**src/rtl/dmem_pkg.sv**
```systemverilog
// Shared definitions for the data-memory responder slice: access-size
// encodings, responder FSM states and the byte-lane count of a data word.
package dmem_pkg;

  typedef enum logic [1:0] {
    SZ_BYTE = 2'b00,
    SZ_HALF = 2'b01,
    SZ_WORD = 2'b10,
    SZ_RSVD = 2'b11
  } size_e;

  typedef enum logic [1:0] {
    IDLE = 2'b00,
    WAIT = 2'b01,
    RESP = 2'b10
  } state_e;

  localparam int unsigned LANES = 4;

endpackage

```
**src/rtl/dmem_lane_ctrl.sv**
```systemverilog
// Byte-lane decode for a data-memory store.
// Optional feature macro: DMEM_RSP_MISALIGN_ERR_EN (flags misaligned/reserved
// accesses instead of force-aligning them).
// Ports:
//   size      in  2   access size (SZ_BYTE/SZ_HALF/SZ_WORD/SZ_RSVD)
//   addr      in  2   low byte-address bits
//   wdata     in  32  right-justified store data
//   be        out 4   byte enables of the lanes written
//   wdata_rep out 32  store data replicated across lanes
//   misalign  out 1   access is misaligned or reserved (0 when feature off)
module dmem_lane_ctrl
  import dmem_pkg::*;
(
  input  logic [1:0]  size,
  input  logic [1:0]  addr,
  input  logic [31:0] wdata,
  output logic [3:0]  be,
  output logic [31:0] wdata_rep,
  output logic        misalign
);

  always_comb begin
    be        = '0;
    wdata_rep = wdata;
    misalign  = 1'b0;
    case (size_e'(size))
      SZ_BYTE: begin
        be        = 4'b0001 << addr;
        wdata_rep = {LANES{wdata[7:0]}};
      end
      SZ_HALF: begin
        // Without the error feature addr[0] is ignored: half forced to
        // its naturally aligned pair of lanes.
        be        = addr[1] ? 4'b1100 : 4'b0011;
        wdata_rep = {2{wdata[15:0]}};
`ifdef DMEM_RSP_MISALIGN_ERR_EN
        misalign  = addr[0];
`endif
      end
      SZ_WORD: begin
        be = '1;
`ifdef DMEM_RSP_MISALIGN_ERR_EN
        misalign = |addr;
`endif
      end
      default: begin
        // Reserved size behaves as a word access unless flagged.
        be = '1;
`ifdef DMEM_RSP_MISALIGN_ERR_EN
        misalign = 1'b1;
`endif
      end
    endcase
  end

endmodule

```
**src/rtl/dmem_responder.sv**
```systemverilog
// Data-memory responder: target end of the core's load/store request path.
// Accepts one request at a time (valid/ready), holds it for LATENCY cycles,
// performs a byte-lane-masked access to an internal word array and returns
// the full addressed word on a valid/ready response channel.
// Optional feature macro: DMEM_RSP_MISALIGN_ERR_EN (misaligned/reserved
// accesses report rsp_err, suppress the store and return zero data).
// Ports:
//   clk, rst (async, active-low)
//   req_valid/req_ready, req_we, req_size[1:0], req_addr[31:0], req_wdata[31:0]
//   rsp_valid/rsp_ready, rsp_rdata[31:0], rsp_err
//   busy  high in WAIT or RESP
module dmem_responder
  import dmem_pkg::*;
#(
  parameter int unsigned ADDR_WIDTH = 5,
  parameter int unsigned DATA_WIDTH = 32,
  parameter int unsigned LATENCY    = 2
) (
  input  logic                  clk,
  input  logic                  rst,
  input  logic                  req_valid,
  output logic                  req_ready,
  input  logic                  req_we,
  input  logic [1:0]            req_size,
  input  logic [31:0]           req_addr,
  input  logic [DATA_WIDTH-1:0] req_wdata,
  output logic                  rsp_valid,
  input  logic                  rsp_ready,
  output logic [DATA_WIDTH-1:0] rsp_rdata,
  output logic                  rsp_err,
  output logic                  busy
);

  localparam logic [3:0] CNT_INIT = 4'((LATENCY > 1) ? LATENCY - 2 : 0);

  state_e                  state_q, state_d;
  logic [3:0]              cnt_q, cnt_d;
  logic                    armed_q;
  logic                    we_q;
  logic [1:0]              size_q;
  logic [31:0]             addr_q;
  logic [DATA_WIDTH-1:0]   wdata_q;
  logic [DATA_WIDTH-1:0]   rdata_q;
  logic                    err_q;
  logic [DATA_WIDTH-1:0]   mem [2**ADDR_WIDTH];

  logic                    accept, latch_en, commit;
  logic                    c_we;
  logic [1:0]              c_size;
  logic [31:0]             c_addr;
  logic [DATA_WIDTH-1:0]   c_wdata;
  logic [ADDR_WIDTH-1:0]   c_idx;
  logic [3:0]              be;
  logic [DATA_WIDTH-1:0]   wdata_rep, mask, old_word, new_word;
  logic                    misalign, err_now;
  logic                    unused_bits;

  // armed_q keeps req_ready low until the first edge after reset release.
  assign req_ready = (state_q == IDLE) && armed_q;
  assign rsp_valid = (state_q == RESP);
  assign busy      = (state_q == WAIT) || (state_q == RESP);
  assign rsp_rdata = rdata_q;
  assign rsp_err   = err_q;
  assign accept    = req_valid && req_ready;

  // With LATENCY=1 the access commits on the accept edge itself, so the
  // commit operands come straight from the request port in IDLE.
  assign c_we    = (state_q == IDLE) ? req_we    : we_q;
  assign c_size  = (state_q == IDLE) ? req_size  : size_q;
  assign c_addr  = (state_q == IDLE) ? req_addr  : addr_q;
  assign c_wdata = (state_q == IDLE) ? req_wdata : wdata_q;
  assign c_idx   = c_addr[ADDR_WIDTH+1:2];

  dmem_lane_ctrl u_lane_ctrl (
    .size      (c_size),
    .addr      (c_addr[1:0]),
    .wdata     (c_wdata),
    .be        (be),
    .wdata_rep (wdata_rep),
    .misalign  (misalign)
  );

`ifdef DMEM_RSP_MISALIGN_ERR_EN
  assign err_now = misalign;
`else
  assign err_now = 1'b0;
`endif

  assign unused_bits = ^{c_addr[31:ADDR_WIDTH+2], misalign};

  always_comb begin
    mask = '0;
    for (int unsigned i = 0; i < LANES; i++) begin
      mask[i*8 +: 8] = {8{be[i]}};
    end
  end

  assign old_word = mem[c_idx];
  assign new_word = (old_word & ~mask) | (wdata_rep & mask);

  always_comb begin
    state_d  = state_q;
    cnt_d    = cnt_q;
    latch_en = 1'b0;
    commit   = 1'b0;
    case (state_q)
      IDLE: begin
        if (accept) begin
          latch_en = 1'b1;
          if (LATENCY == 1) begin
            commit  = 1'b1;
            state_d = RESP;
          end else begin
            state_d = WAIT;
            cnt_d   = CNT_INIT;
          end
        end
      end
      WAIT: begin
        if (cnt_q == '0) begin
          commit  = 1'b1;
          state_d = RESP;
        end else begin
          cnt_d = cnt_q - 4'd1;
        end
      end
      RESP: begin
        if (rsp_ready) state_d = IDLE;
      end
      default: state_d = IDLE;
    endcase
  end

  always_ff @(posedge clk or negedge rst) begin
    if (!rst) begin
      state_q <= IDLE;
      cnt_q   <= '0;
      armed_q <= 1'b0;
      we_q    <= 1'b0;
      size_q  <= '0;
      addr_q  <= '0;
      wdata_q <= '0;
      rdata_q <= '0;
      err_q   <= 1'b0;
      for (int unsigned i = 0; i < 2**ADDR_WIDTH; i++) begin
        mem[i] <= '0;
      end
    end else begin
      state_q <= state_d;
      cnt_q   <= cnt_d;
      armed_q <= 1'b1;
      if (latch_en) begin
        we_q    <= req_we;
        size_q  <= req_size;
        addr_q  <= req_addr;
        wdata_q <= req_wdata;
      end
      if (commit) begin
        if (c_we && !err_now) mem[c_idx] <= new_word;
        rdata_q <= err_now ? '0 : (c_we ? new_word : old_word);
        err_q   <= err_now;
      end
    end
  end

endmodule

```
**config.mk**
```make
export PLATFORM = sky130hd
export DESIGN_NAME = dmem_responder
export DESIGN_NICKNAME = d
export VERILOG_FILES = /design/src/rtl/dmem_pkg.sv /design/src/rtl/dmem_lane_ctrl.sv /design/src/rtl/dmem_responder.sv
export SDC_FILE = /design/constraint.sdc
export NUM_CORES = 2
export LEC_CHECK = 0
export CORE_ASPECT_RATIO = 0.8
export CORE_MARGIN = 1.5
export CORE_UTILIZATION = 55
export DETAILED_ROUTE_END_ITERATION = 8
export PLACE_DENSITY = 0.72
export SKIP_LAST_GASP = 1
export SLEW_MARGIN = 20
export SYNTH_ARGS = -nofsm -noshare
export SYNTH_HDL_FRONTEND = slang
export SYNTH_SLANG_ARGS = --single-unit
export TNS_END_PERCENT = 50
```
**constraint.sdc**
```tcl
create_clock -name clk -period 3.9 [get_ports clk]
set_input_delay 0.78 -clock clk [delete_from_list [all_inputs] [get_ports clk]]
set_output_delay 0.78 -clock clk [all_outputs]
set_load 0.1 [all_outputs]
```
==> reports/results.ini <==
[drt]
routedWlPerCell_um = 24.5
ant_nets = 0
drt-total-wl_um = 159000
drt_iter0_drc = 4346
drt_first_pass_iters = 6
drcViolationCount = 0
vias = 40132
viasPerCell = 6.19

[timing]
clock_skew_ns = 0.0238
period_needed_ns = 3.93
tns_ns = -0.0347
setup_viol = 1
max_freq_ghz = 0.254
finalHoldViolCount = 0
rsz0062_at_grt = yes
fin_crit_sh_pct = 101
drv_slew = 0
fin_ws_ns = -0.0347
worst_pin_slew_ns = 1.01
maxSlewHeadroom_pct = 32.3
hold_slack_ns = 0.0572

[layout]
seq_area_mm2 = 0.0277
fin_area_mm2 = 0.0584
drive_gt1_share_pct = 14.6
final_cells = 6480
finish.utilization_pct = 65.4
fin_nets = 5275
n_fill_cell = 6985
multiInputGateArea_mm2 = 0.0202
syn2layout_area_growth_pct = 17.8

[critical_path]
worstSetupEndpointType = flip-flop
critPathKind = flip-flop to flip-flop
cp_max_fo = 32
max_stage_delay_ns = 0.64
crit_path_cell_trace = inv_1 > ha_4 > mux2i_4 > buf_4 > buf_4 > clkbuf_16 > mux2i_1 > o22ai_1 > or4_1 > or4_1 > mux2i_2 > buf_12 > o21ai_0
reg2reg_depth = 13
startpoint_type = flip-flop
worstPathArrival_ns = 4.49
worst_path_max_delay_cell = or4_1
r2r_end = mem[202]
ff2ff_setup_slack_ns = -0.03
r2r_start = state_q[1]
worstPathRequired_ns = 4.45

[global_route]
grt_pass1_wl_um = 239000
grt_overflow = 0
grt_use_total_pct = 34.2
antenna_found_initial = 0
grt_pass1_vias = 38343
grt_max_degree = 142

[synth]
async_reset_ff_share_pct = 100
ys_seq_area_share_pct = 55.8
yosys.area_share.simple_pct = 11.3
synthXorXnorAreaFrac_pct = 0
synth_common_cells = 1,190 x nand2_1, 1,105 x dfrtp_1, 972 x o21ai_0, 371 x mux2i_1, 331 x clkbuf_1
avgSynthCellArea_um2 = 9.80
ys_seq_elements = 1105
synth-edff-count = 0
synth_nets = 5131
synth_area_mm2 = 0.0495
yosys.cell_count.top_type = nand2_1
synth-compound-area-share_pct = 19.2
ys_types = 67
yosys.area_share.adder_pct = 0.126
synth_area_leaders = dfrtp_1 56%, o21ai_0 9.8%, nand2_1 9.0%
yosys.area.top_type = dfrtp_1
synth_mux_area_share_pct = 9.39
synth_cells = 5055
ys.flop_type = dfrtp_1
yosysWarnings = 0
synth_top_area_share_pct = 55.8
synth_top_family_by_area = compound AO/OA/AOI/OAI gates

[outcome]
violations = negative setup slack
status = finished, violations left

[placement]
place.gp.congestion = 0.944
place_area_mm2 = 0.0547
dp_cells = 6278
dp_slack_ns = -0.602
port_buffers = 80
dp_hpwl_um = 103000

[floorplanning]
design.die.area_mm2 = 0.0919
initial_utilization_pct = 55.5
design.core.area_mm2 = 0.0893
fp.dieH_um = 271
die_w_um = 339
io_pins = 107
rows = 98

[clock_tree]
htreeDepth = 3
tritoncts = yes
path_clk_slew_ns = 0.06
clockBufferDepth = 3
cts_buffers = 103
clock-sinks = 1105
cts_hold_buffers = 0
clockRootBuffer = clkbuf_16
worst_skew_pair.late_latency_ns = 0.70

[power_and_ir_drop]
ir_worst_vdd_v = 0.000631
power_density_mw_per_mm2 = 782
leakage_nw = 26.2
finalPower_mw = 45.6

[run]
cap_violations = 0

[worst_hold_path]
worstHoldPathType = input port to async pin

-- registers in the layout, summed over array words and instances, names as in the netlist --
signal and cells:
rsp_rdata 32, armed_q 1, addr_q 7, state_q 2, we_q 1, mem 1024, size_q 2, cnt_q 4
wdata_q 32
-- layout make-up --
type | instances | share of cell area, %
Multi-Input combinational cell | 3473 | 34.7
Clock inverter | 30 | 0.540
Sequential cell | 1105 | 47.4
Tap cell | 1200 | 2.57
Antenna cell | 1 | 0.00429
Timing Repair Buffer | 504 | 9.76
Clock buffer | 155 | 5.02
Inverter | 12 | 0.0772
-- metal layers --
metal	share of wire (%)	vias up	global-route usage, %	routed length (µm)
li1	-	17994	-	-
met2	43	1919	50.0	68100
met4	3.7	2	12.5	5880
met1	42	19874	48.6	66300
met5	0.062	-	0.762	99
met3	11	343	9.87	18200
-- how the worst max path moves through the flow --
stage                      from    endpoint  slack [ns]  cells after the start
finish               state_q[1]    mem[202]       -0.03                     13
global route         state_q[1]    mem[202]       -0.06                     13
global placement    req_addr[3]    mem[953]       -0.75                     13
floorplan            state_q[0]  state_q[1]        0.27                     14
CTS                  state_q[0]    mem[604]        0.04                     12
detailed placement  req_addr[2]    mem[569]       -0.60                     13
-- worst max-delay path: cells and delay by family (launching register included) --
kind	cells	cell delay, ns
mux	3	0.77
fa+ha+maj	1	0.30
flops	1	0.38
compound gates	2	0.24
buf+inv	5	0.83
simple gates	2	1.23
-- where the power goes --
group	switching, mW	internal [mW]	total (mW)	leakage, nW
Combinational	12.5	7.56	20.1	9.42
Clock	4.45	5.47	9.91	1.58
Sequential	1.55	14.1	15.6	15.2
Total	18.5	27.1	45.6	26.2
-- cell families (layout without fill, tap and decap cells) --
group / Yosys count / after routing
adders and majority gates: 5 / 5
buffers and inverters: 477 / 701
muxes: 438 / 438
and+or+nand+nor: 1368 / 1368
AOI/OAI and AO/OA: 1660 / 1660
DFF: 1105 / 1105
other: 2 / 3
-- placed cells by master, fill, tap and decap left out, types with 20 or more instances in the layout --
cell             count
mux2_2              48
and2_1              26
o21a_1              73
clkdlybuf4s50_1     77
a2111o_1            20
buf_12             123
or4_1               27
clkbuf_16          109
a21oi_1             89
nand2_1           1157
clkbuf_1            36
o22ai_1            178
buf_4              292
o21ai_0            972
mux2i_1            359
nand2_2             33
a32oi_1             20
nor2_1              31
o21ai_1            137
a22oi_1             46
nor4_1              20
dfrtp_1           1105
-- timing repair --
action | in CTS | in global routing
endpoints found under the setup margin | 448 | 599
gates resized for setup | 4 | 22
pin swaps | 0 | 2
gates cloned | 0 | 7
setup buffers | 0 | 9
(Power assumes the default switching activity.)
